File: src/rtl/seg_pkg.sv
// Shared seven-segment constants: hex glyph table and blank pattern.
// Segment order {dp,g,f,e,d,c,b,a}, all active-low.
package seg_pkg;

  localparam logic [7:0] SEG_BLANK = 8'hFF;

  localparam logic [6:0] SEG_HEX_LUT [16] = '{
    7'h40, 7'h79, 7'h24, 7'h30,
    7'h19, 7'h12, 7'h02, 7'h78,
    7'h00, 7'h10, 7'h08, 7'h03,
    7'h46, 7'h21, 7'h06, 7'h0E
  };

  localparam logic [6:0] SEG_OFF = 7'h7F;

endpackage

File: src/rtl/seg_hex_decode.sv
// Combinational hex nibble to active-low segment pattern.
// A blanked digit turns off a-g but keeps its decimal point.
import seg_pkg::*;

module seg_hex_decode (
  input  logic [3:0] nib_i,
  input  logic       dp_i,
  input  logic       blank_i,
  output logic [7:0] seg_o
);

  always_comb begin
    seg_o = {~dp_i, SEG_HEX_LUT[nib_i]};
    if (blank_i) begin
      seg_o[6:0] = SEG_OFF;
    end
  end

endmodule

File: src/rtl/seg_scan_driver.sv
// Double-buffered, blanked multiplex scanner for a common-anode display.
// Define SEG_LZ_BLANK_EN to suppress leading zeros.
import seg_pkg::*;

module seg_scan_driver #(
  parameter int DIGITS    = 6,
  parameter int CNT_SCAN  = 50_000,
  parameter int BLANK_CYC = 500
) (
  input  logic                  clk,
  input  logic                  rstn,
  input  logic [4*DIGITS-1:0]   data_in,
  input  logic [DIGITS-1:0]     dp_in,
  input  logic                  load,
  output logic                  pending,
  output logic                  frame_tick,
  output logic [DIGITS-1:0]     sel,
  output logic [7:0]            seg
);

  localparam int DW = 4 * DIGITS;
  localparam int IW = (DIGITS > 1) ? $clog2(DIGITS) : 1;
  localparam int CW = (CNT_SCAN > 1) ? $clog2(CNT_SCAN) : 1;
  localparam logic [IW-1:0] IDX_LAST  = IW'(DIGITS - 1);
  localparam logic [CW-1:0] CNT_TOP   = CW'(CNT_SCAN - 1);
  localparam logic [CW-1:0] CNT_BLANK = CW'(CNT_SCAN - 1 - BLANK_CYC);

  logic [CW-1:0]     cnt_q, cnt_d;
  logic [IW-1:0]     idx_q, idx_d;
  logic [DW-1:0]     stg_data_q, stg_data_d;
  logic [DIGITS-1:0] stg_dp_q, stg_dp_d;
  logic [DW-1:0]     disp_data_q, disp_data_d;
  logic [DIGITS-1:0] disp_dp_q, disp_dp_d;
  logic              pend_q, pend_d;
  logic              tick_q;
  logic [DIGITS-1:0] sel_q, sel_d;
  logic [7:0]        seg_q, seg_d;

  logic              last_slot;
  logic              boundary;
  logic              in_blank;
  logic [3:0]        cur_nib;
  logic              cur_dp;
  logic              cur_blk;
  logic [7:0]        dec_seg;

`ifdef SEG_LZ_BLANK_EN
  localparam logic [DIGITS-1:0] LZ_RST = ~DIGITS'(1);
  logic [DIGITS-1:0] lz_q, lz_d;
  logic [DIGITS-1:0] lz_stg;
  logic              zero_above;

  // Digit i blanks when it and every digit above it are zero.
  always_comb begin
    lz_stg     = '0;
    zero_above = 1'b1;
    for (int i = DIGITS - 1; i > 0; i--) begin
      zero_above = zero_above && (stg_data_q[4*i +: 4] == 4'h0);
      lz_stg[i]  = zero_above;
    end
  end
`endif

  always_comb begin
    last_slot = (cnt_q == '0);
    boundary  = last_slot && (idx_q == IDX_LAST);
    in_blank  = (cnt_q > CNT_BLANK);

    cnt_d = last_slot ? CNT_TOP : cnt_q - 1'b1;
    idx_d = idx_q;
    if (last_slot) begin
      idx_d = (idx_q == IDX_LAST) ? '0 : idx_q + 1'b1;
    end

    disp_data_d = disp_data_q;
    disp_dp_d   = disp_dp_q;
    pend_d      = pend_q;
`ifdef SEG_LZ_BLANK_EN
    lz_d        = lz_q;
`endif
    if (boundary && pend_q) begin
      disp_data_d = stg_data_q;
      disp_dp_d   = stg_dp_q;
      pend_d      = 1'b0;
`ifdef SEG_LZ_BLANK_EN
      lz_d        = lz_stg;
`endif
    end

    stg_data_d = stg_data_q;
    stg_dp_d   = stg_dp_q;
    if (load) begin
      stg_data_d = data_in;
      stg_dp_d   = dp_in;
      pend_d     = 1'b1;
    end
  end

  always_comb begin
    cur_nib = '0;
    cur_dp  = 1'b0;
    cur_blk = 1'b0;
    sel_d   = '1;
    for (int i = 0; i < DIGITS; i++) begin
      if (idx_q == IW'(i)) begin
        cur_nib  = disp_data_q[4*i +: 4];
        cur_dp   = disp_dp_q[i];
`ifdef SEG_LZ_BLANK_EN
        cur_blk  = lz_q[i];
`endif
        sel_d[i] = 1'b0;
      end
    end
    seg_d = dec_seg;
    if (in_blank) begin
      sel_d = '1;
      seg_d = SEG_BLANK;
    end
  end

  seg_hex_decode u_dec (
    .nib_i   (cur_nib),
    .dp_i    (cur_dp),
    .blank_i (cur_blk),
    .seg_o   (dec_seg)
  );

  always_ff @(posedge clk or negedge rstn) begin
    if (!rstn) begin
      cnt_q       <= CNT_TOP;
      idx_q       <= '0;
      stg_data_q  <= '0;
      stg_dp_q    <= '0;
      disp_data_q <= '0;
      disp_dp_q   <= '0;
      pend_q      <= 1'b0;
      tick_q      <= 1'b0;
      sel_q       <= '1;
      seg_q       <= SEG_BLANK;
    end else begin
      cnt_q       <= cnt_d;
      idx_q       <= idx_d;
      stg_data_q  <= stg_data_d;
      stg_dp_q    <= stg_dp_d;
      disp_data_q <= disp_data_d;
      disp_dp_q   <= disp_dp_d;
      pend_q      <= pend_d;
      tick_q      <= boundary;
      sel_q       <= sel_d;
      seg_q       <= seg_d;
    end
  end

`ifdef SEG_LZ_BLANK_EN
  always_ff @(posedge clk or negedge rstn) begin
    if (!rstn) begin
      lz_q <= LZ_RST;
    end else begin
      lz_q <= lz_d;
    end
  end
`endif

  assign pending    = pend_q;
  assign frame_tick = tick_q;
  assign sel        = sel_q;
  assign seg        = seg_q;

endmodule

File: config.mk
export PLATFORM = sky130hd
export DESIGN_NAME = seg_scan_driver
export DESIGN_NICKNAME = d
export VERILOG_FILES = /design/src/rtl/seg_pkg.sv /design/src/rtl/seg_hex_decode.sv /design/src/rtl/seg_scan_driver.sv
export SDC_FILE = /design/constraint.sdc
export NUM_CORES = 1
export LEC_CHECK = 0
export ABC_AREA = 1
export CORE_UTILIZATION = 40
export CTS_CLUSTER_SIZE = 25
export DETAILED_ROUTE_END_ITERATION = 8
export GPL_ROUTABILITY_DRIVEN = 0
export REMOVE_ABC_BUFFERS = 1
export SKIP_LAST_GASP = 1
export SLEW_MARGIN = 10
export SYNTH_ARGS = -nofsm -noshare
export SYNTH_HDL_FRONTEND = slang
export SYNTH_SLANG_ARGS = --single-unit
File: constraint.sdc
create_clock -name clk -period 5.2 [get_ports clk]
set_input_delay 0.78 -clock clk [delete_from_list [all_inputs] [get_ports clk]]
set_output_delay 0.78 -clock clk [all_outputs]
set_load 0.02 [all_outputs]
# --- After elaboration in Yosys (flattened, before gate mapping) ---
# Memories as Yosys holds them, arrays and structs flattened.
# Index checks and enable logic that the tools add are counted.
word_totals:
  mem_bits_rw: 0
  romBits: 112
  latch_bits: 0
  out_inout_bits: 16
  memories: 1
  wordCells: 53
  inputBits: 33
  reg_bits: 95
classes:
  n_mul: 0
  add_sub_neg: 2
  n_reduce_logical: 5
  bitwise_logic: 2
  n_mux: 26
  n_eq_ne: 5
  div_mod_pow: 0
  magnitude_cmp: 2
  n_shift: 0
mem_list:
  columns: ["memory", "depth", "word_bits", "read_ports", "rd_ports_with_merged_regs", "write_ports", "line_no", "text"]
  rows:
  - ["(no name shown)", 16, 7, 1, 0, 0, "seg_hex_decode.sv:13", "seg_o = {~dp_i, SEG_HEX_LUT[nib_i]};"]
ops:
  columns: ["operator", "count"]
  rows:
  - ["4-bit 2-to-1 mux", 6]
  - ["16-bit greater-than comparator, second input constant", 1]
  - ["16-bit zero test", 1]
  - ["16-bit 2-to-1 mux", 1]
  - ["16-bit by 1-bit subtractor with 16-bit output, second input constant", 1]
  - ["1-bit 2-to-1 mux", 14]
  - ["7-bit 2-to-1 mux", 2]
  - ["8-bit 2-to-1 mux", 1]
  - ["3-bit by 2-bit equality test with 1-bit output, second input constant", 2]
  - ["3-bit equality test, second input constant", 2]
  - ["6-bit 2-to-1 mux", 1]
  - ["5-bit >= comparator, second input constant", 1]
  - ["4-bit NOT with 5-bit output", 1]
  - ["3-bit by 1-bit adder with 3-bit output, second input constant", 1]
  - ["3-bit by 1-bit equality test with 1-bit output, second input constant", 1]
  - ["3-bit zero test", 1]
  - ["3-bit 2-to-1 mux", 1]
  - ["1-bit logical AND", 2]
  - ["2-bit nonzero test", 1]
  - ["1-bit NOT", 1]

# --- Logic depth before layout (Yosys ltp) ---
# Gate-level depths: netlist (run 1).
depth:
  ltp_word: 12
  mapped_depth: 17
  mapped_depth_nobuf: 15

# --- Cells and area by module ---
# Synthesis (run 1) repeated with hierarchy kept, for this count alone.
hier_totals:
  hier_cells: 574
  area_unflattened_um2: 4606.9
modules_own_cells:
  columns: ["mod", "cells_each", "instances", "area_per_inst_um2"]
  rows:
  - ["seg_scan_driver", 522, 1, 4310.4]
  - ["seg_hex_decode", 52, 1, 296.5]

# --- Least setup slack after synthesis (run 1) ---
# OpenSTA, ideal clock, no wires.
synth_path:
  path_type: "register -> register"
  from: "reg idx_q[2]"
  to: "reg seg_q[0] (netlist: seg[0])"
  slack_ps: 2814
  n_path_buf: 2
  stages_incl_launch_ff: 14
  required_time_ps: 5110
  arrival_ps: 2295
  path_cell_list: "dfrtp_1 inv_2 buf_2 ha_1 clkbuf_1 nor2_1 nand2_1 nand2_1 a21oi_1 inv_1 ha_1 nand3b_1 nand3_1 nand3_1"
synth_via:
  elab_chain_cells: 12
synth_rtl:
  columns: ["item", "line_no", "text"]
  rows:
  - ["start: declaration", "seg_scan_driver.sv:29", "logic [IW-1:0] idx_q, idx_d;"]
  - ["start signal: assignment", "seg_scan_driver.sv:142", "idx_q <= idx_d;"]
  - ["3-bit zero test", "seg_scan_driver.sv:105", "if (idx_q == IW'(i)) begin"]
  - ["4-bit 2-to-1 mux (5 in series)", "seg_scan_driver.sv:105", null]
  - ["4-bit 2-to-1 mux *", "seg_scan_driver.sv:105", null]
  - ["4-bit NOT with 5-bit output (not written as such) *", "seg_hex_decode.sv:13", null]
  - ["memory 16 x 7 bit *", null, null]
  - ["7-bit 2-to-1 mux (not written as such) * (2 in series)", "seg_hex_decode.sv:13", null]
  - ["8-bit 2-to-1 mux *", "seg_scan_driver.sv:115", "if (in_blank) begin"]
  - ["via seg_d[0]", "seg_scan_driver.sv:37", "logic [7:0] seg_q, seg_d;"]
  - ["end signal: assignment", "seg_scan_driver.sv:150", "seg_q <= seg_d;"]
  - ["end: declaration", "seg_scan_driver.sv:37", null]
# Mark *: on every way through the listed nets, which the timed path passes. The rest lies on a longest branch. The select of a mux whose other input is x is not followed.
# A chain may end at the register's enable or synchronous reset.

# --- Worst setup path in the final report (run 1) ---
layout_path:
  from: "reg idx_q[1]"
  to: "reg seg_q[0] (netlist: seg[0])"
# The elaborated chain is that of the path after synthesis.

==> reports/summary.txt, run 1 <==
Slew Limit Fails: 0
Fin nets: 573
Skew final: 0.008253 ns
Initial core utilization: 0.4160
Core area: 10420 um^2
Antenna Nets Post-Route: 0
Vias in the first global route: 2984
LEAKAGE: 2.354 nW
Post-Synthesis Cells: 488
Avg Cell Area, Syn: 8.879 um^2
Num CTS Buffers: 9
CTS sink cnt: 95
Final Instance Count excl. Fillers: 672
Area Overhead vs Synth: 16.92%
Fill cell count: 1013
Max Fclk: 379.6 MHz
Post-Syn Area: 4333 um^2
Slew HR: 0.4585
CTS tree: built
Number of buffers added on ports: 48
Maximum vdd drop: 124.2 uV
Initial DRC count: 150
Status: finished, final reports clean
Setup Buffers After CTS: 0
Die area: 11250 um^2
DRT Wirelength: 8199 um
Crit-path max FO: 11
Clk buf depth: 2
Crit Reg-Reg Endpoint: seg[0]
Post-cts resize count: 0
Critical path capture point type: flop
Most used flip-flop cell after synthesis: dfrtp_1
Setup WS pre-CTS: 2.572 ns
Root Driver: clkbuf_8
Pin slew with the least headroom to its limit: 0.8123 ns
Post-layout instance area: 5066 um^2
RSZ-0062 raised after global routing: no
Min setup slack post-route: 2.566 ns
Total number of vias: 3189
Via density: 4.746
Final Critical Period: 2.634 ns
Row cnt: 37
Max Cap Viol: 0
Synth Warn #: 0
Total Routing Usage GR: 0.1593
Crit path DAT: 2.91 ns
Final Cycle Share: 0.5066
Async SR Flop Fraction: 1.000
Crit Path Class: flop to flop
R2R Setup Slk: 2.57 ns
Placed cell count: 656
PwrDens: 259.3 nW/um^2
I/O pin total: 49
Ant diodes: 0
Seq. cell area: 2406 um^2
Die height: 106.1 um
Number of flops mapped to enable cells by yosys: 0
Drt drc: 0
Critical Path RT: 5.48 ns
Final hold vios: 0
Detailed Place HPWL: 5763 um
Reg2reg start: idx_q[1]
CTS Hold Bufs: 0
Dpl cell area: 4877 um^2
Pre-antenna DRT Iters: 5
Per-cell routed wire length: 12.20 um
Final setup vio count: 0
Clk pin slew, worst setup/hold paths: 0.09 ns
Post-synthesis cell type count: 30
Antenna violations before repair: 0
CP Launch Type: flop
Worst-Skew Late Latency: 0.36 ns
Gr ovfl total: 0
CTS HTree Levels: 3
#FFs+latches synth: 95
HP Class: input pin to asynchronous set/reset pin
Overall die width: 106.1 um
First-pass GRT wire length: 14070 um
Largest net degree at the start of global routing: 56
Share of cells above drive strength 1: 0.1157
Worst reg-to-reg path cell count: 12
Post-synthesis sequential area ratio: 0.5553
TNS Setup: 0 ns
Multi-input gate area: 1570 um^2
## kinds of logic (layout without fill, tap and decap cells)
kind of cell | count (synthesis) | count (layout) | share of synthesized area
mux | 6 | 6 | 0.01559
xor+xnor | 7 | 7 | 0.01415
buf+inv | 83 | 131 | 0.08230
fa+ha+maj | 9 | 9 | 0.02599
flops | 95 | 95 | 0.5553
simple gates | 207 | 207 | 0.2068
compound gates | 81 | 81 | 0.09992
## critical path, stage by stage (launching register included)
cell and delay, ns:
dfrtp_1 0.56, nand2_1 0.10, inv_1 0.07, ha_1 0.38
nor2_1 0.09, nand2_1 0.07, nand2_1 0.07, a21oi_1 0.46
inv_1 0.17, ha_1 0.25, nand3b_1 0.15, nand3_1 0.09
nand3_1 0.07
## flip-flops by register name, indices dropped and copies added (netlist names)
name / count
idx_q: 3
cnt_q: 16
stg_dp_q: 6
sel: 6
stg_data_q: 24
seg: 8
pending: 1
disp_dp_q: 6
disp_data_q: 24
frame_tick: 1
## Yosys cell counts (5+ instances only)
cell type | n | area share
xor2_1 | 7 | 0.014
o21ai_1 | 20 | 0.023
o21ai_0 | 37 | 0.043
buf_6 | 5 | 0.013
mux2_2 | 6 | 0.016
nand2_1 | 113 | 0.098
ha_1 | 9 | 0.026
dfrtp_1 | 72 | 0.42
nand3_1 | 36 | 0.042
dfstp_2 | 23 | 0.14
clkbuf_1 | 7 | 0.0061
inv_2 | 5 | 0.0043
nor2_1 | 41 | 0.036
a21oi_1 | 15 | 0.017
nand4_1 | 9 | 0.013
inv_1 | 60 | 0.052
## cell usage in the layout (no fill, tap or decap), drive strengths merged, types with 6 or more instances in the layout
master         count
a21oi             15
clkbuf            10
clkdlybuf4s50     46
dfrtp             72
dfstp             23
ha                 9
inv               66
mux2               6
nand2            115
nand3             36
nand4              9
nor2              41
o21ai             61
xor2               7
## worst max path at each step
stage          slack (ns)  endpoint  cells after the start  startpoint
2_1_floorplan        3.01    seg[0]                     12    idx_q[0]
5_1_grt              2.33    seg[0]                     12    idx_q[0]
3_5_place_dp         2.57    seg[0]                     12    idx_q[1]
3_3_place_gp         2.60    seg[0]                     12    idx_q[1]
6_report             2.57    seg[0]                     12    idx_q[1]
4_1_cts              2.56    seg[0]                     12    idx_q[1]
## where the power goes
group,total [mW],switching (mW),internal (mW)
clock network,0.476,0.255,0.221
registers,0.767,0.00723,0.760
logic,0.0706,0.0380,0.0325
## through the flow
step	util	power [mW]	hold WS, ns
3_3_place_gp	0.4682	0.8526	0.4386
3_5_place_dp	0.4682	0.8551	0.4415
2_1_floorplan	-	0.8020	0.4035
6_report	0.4864	1.314	0.4086
5_1_grt	0.4864	1.373	0.4464
4_1_cts	0.4864	1.331	0.4254
## layout make-up
type	instances	area share
Inverter	66	0.04939
Timing Repair Buffer	49	0.09484
Sequential cell	95	0.4749
Tap cell	136	0.03359
Multi-Input combinational cell	310	0.3100
Clock buffer	10	0.02519
Clock inverter	6	0.01210
## per-layer routing
metal / track usage / part of all wire
met1: 0.2172 / 0.50
met2: 0.2502 / 0.45
met3: 0.02759 / 0.034
met4: 0.06845 / 0.017
met5: 0 / 0
Note: power is estimated with default switching activity, not from simulation.
==> run 2, diff against run 1 <==
Clock period 5.2 ns to 2.6 ns, I/O delays scaled along.
==> reports/summary.txt, run 2 (synthesis results as in run 1) <==
Crit Path Class: flop to flop (unchanged)
Sequential share of power: 0.582 (was 0.584)
Switching power: 0.5964 mW (was 0.3000 mW)
CTS tree: built (unchanged)
Final Cycle Share: 0.8796 (was 0.5066)
Per-cell routed wire length: 12.28 um (was 12.20 um)
Clk buf depth: 2 (unchanged)
Max incr delay on CP: 0.42 ns (was 0.56 ns)
Skew final: 0.01287 ns (was 0.008253 ns)
Placed cell count: 665 (was 656)
Core area: 10420 um^2 (unchanged)
Logic pwr share: 0.055 (was 0.054)
Switching share of power: 0.2264 (was 0.2284)
Fill cell count: 993 (was 1013)
RSZ-0062 raised after global routing: no (unchanged)
Ant diodes: 0 (unchanged)
DRT Wirelength: 8373 um (was 8199 um)
Fin nets: 583 (was 573)
Reg2reg start: idx_q[2] (was idx_q[1])
Root Driver: clkbuf_8 (unchanged)
Total power: 2.634 mW (was 1.314 mW)
Setup Buffers After CTS: 0 (unchanged)
Vias in the first global route: 3059 (was 2984)
Slew Limit Fails: 0 (unchanged)
Final Instance Count excl. Fillers: 682 (was 672)
Min setup slack post-route: 0.3130 ns (was 2.566 ns)
Most common cell after layout, fill and taps aside: nand2_1 (unchanged)
Antenna Nets Post-Route: 0 (unchanged)
Status: finished, final reports clean (unchanged)
Minimum hold slack: 0.4587 ns (was 0.4086 ns)
Final hold vios: 0 (unchanged)
Critical Path RT: 2.88 ns (was 5.48 ns)
LEAKAGE: 2.399 nW (was 2.354 nW)
Drt drc: 0 (unchanged)
Overall die width: 106.1 um (unchanged)
CTS HTree Levels: 3 (unchanged)
Largest net degree at the start of global routing: 46 (was 56)
Clk pwr share: 0.362 (about the same)
Clk pin slew, worst setup/hold paths: 0.09 ns (about the same)
Die area: 11250 um^2 (unchanged)
Maximum vdd drop: 252.4 uV (was 124.2 uV)
Critical path origin: idx_q[2] (was idx_q[1])
Largest registers: disp_data_q (24), stg_data_q (24), cnt_q (16) (unchanged)
Post-cts resize count: 0 (unchanged)
Crit-path slowest cell: ha_1 (was dfrtp_1)
Setup WS pre-CTS: 0.3390 ns (was 2.572 ns)
CTS sink cnt: 95 (unchanged)
HP Class: flop to flop (was input pin to asynchronous set/reset pin)
Initial core utilization: 0.4160 (unchanged)
Row cnt: 37 (unchanged)
Max Fclk: 437.3 MHz (was 379.6 MHz)
Number of buffers added on ports: 48 (unchanged)
TNS Setup: 0 ns (unchanged)
Slew HR: 0.5352 (was 0.4585)
Gr ovfl total: 0 (unchanged)
Pin slew with the least headroom to its limit: 0.6973 ns (was 0.8123 ns)
Critical path capture point type: flop (unchanged)
Commonest non-fill, non-tap cells in the layout: nand2_1, dfrtp_1, inv_1 (unchanged)
Area Overhead vs Synth: 19.03% (was 16.92%)
Detailed Place HPWL: 6113 um (was 5763 um)
Crit-path max FO: 16 (was 11)
Total Routing Usage GR: 0.1675 (was 0.1593)
HP Start: cnt_q[0]
I/O pin total: 49 (unchanged)
CP delay by family, top: adder cells (was simple AND/OR/NAND/NOR gates)
Via density: 4.723 (was 4.746)
Final setup vio count: 0 (unchanged)
Worst path bufs/invs: 3 (was 2)
Final Critical Period: 2.287 ns (was 2.634 ns)
Share of cells above drive strength 1: 0.1282 (was 0.1157)
Worst-path cell chain: inv_2, ha_1, nor2_1, nand2_1, nand2_1, a21oi_1, buf_4, inv_1, ha_1, nand3b_1, nand3_1, nand3_1 (was nand2_1, inv_1, ha_1, nor2_1, nand2_1, nand2_1, a21oi_1, inv_1, ha_1, nand3b_1, nand3_1, nand3_1)
Antenna violations before repair: 0 (unchanged)
CP Launch Type: flop (unchanged)
Max Cap Viol: 0 (unchanged)
Crit path DAT: 2.56 ns (was 2.91 ns)
Total number of vias: 3221 (was 3189)
Initial DRC count: 114 (was 150)
Die height: 106.1 um (unchanged)
Num CTS Buffers: 9 (unchanged)
Worst-Skew Late Latency: 0.36 ns (about the same)
Internal Power: 2.038 mW (was 1.014 mW)
PwrDens: 510.7 nW/um^2 (was 259.3 nW/um^2)
First-pass GRT wire length: 14650 um (was 14070 um)
Pre-antenna DRT Iters: 6 (was 5)
run 2: cell types whose count changed in the layout (fill, tap and decap cells not counted), sizes merged:
| cell | before | now |
|---|---|---|
| buf | 3 | 12 |
| clkinv | 4 | 1 |
| clkbuf | 10 | 11 |
| clkinvlp | 1 | 2 |
| dlygate4sd3 | 0 | 1 |
| inv | 66 | 67 |
run 2: worst paths after layout:
| path | slack (ns) | cells after the start | end |
|---|---|---|---|
| worst max register to register | 0.31 | 12 | seg[0] |
| max in group asynchronous | 1.40 | 3 | seg[7] |
| worst min register to register | 0.46 | 1 | cnt_q[0] |
| min in group asynchronous | 0.47 | 2 | cnt_q[10] |
| worst min-delay path | 0.46 | 1 | cnt_q[0] |
| worst max-delay path | 0.31 | 12 | seg[0] |
run 2: final cells by class:
cell class	instances	area (um^2)	area share
Timing Repair Buffer	59	570.5	0.1106
Multi-Input combinational cell	310	1570	0.3045
Clock inverter	5	58.81	0.01140
Inverter	66	250.2	0.04852
Tap cell	136	170.2	0.03299
Sequential cell	95	2406	0.4665
Clock buffer	11	131.4	0.02547
run 2: worst register-to-register path, stage by stage, from the launching register on:
cell and delay [ns]:
dfrtp_1 0.40, inv_2 0.24, ha_1 0.42, nor2_1 0.09
nand2_1 0.08, nand2_1 0.06, a21oi_1 0.13, buf_4 0.16
inv_1 0.08, ha_1 0.20, nand3b_1 0.17, nand3_1 0.10
nand3_1 0.08
run 2: what timing repair did:
| action | 4_1_cts | 5_1_grt |
|---|---|---|
| endpoints found under the hold margin | 12 | 0 |
| setup endpoints to repair | 0 | 0 |
| hold buffers | 1 | 0 |
run 2: through the flow:
step                      utilization  area [um^2]
after global placement         0.4759         4957
after detailed placement       0.4759         4957
after global routing           0.4951         5157
final                          0.4951         5157
after CTS                      0.4951         5157
after floorplan                     -         4227
run 2: power groups by stage:
stage | sequential [mW] | clock [mW] | combinational, mW
2_1_floorplan | 1.56 | 0 | 0.0459
3_3_place_gp | 1.56 | 0 | 0.147
3_5_place_dp | 1.56 | 0 | 0.150
4_1_cts | 1.53 | 0.990 | 0.152
5_1_grt | 1.54 | 1.05 | 0.169
6_report | 1.53 | 0.954 | 0.146
run 2: per-layer routing:
metal  vias to the layer above  wire length, um  GRT usage
met5                         -                0          0
met2                        49             3740     0.2600
li1                       1666                -          -
met3                         9              222    0.02759
met4                         0              132    0.07143
met1                      1497             4277     0.2323
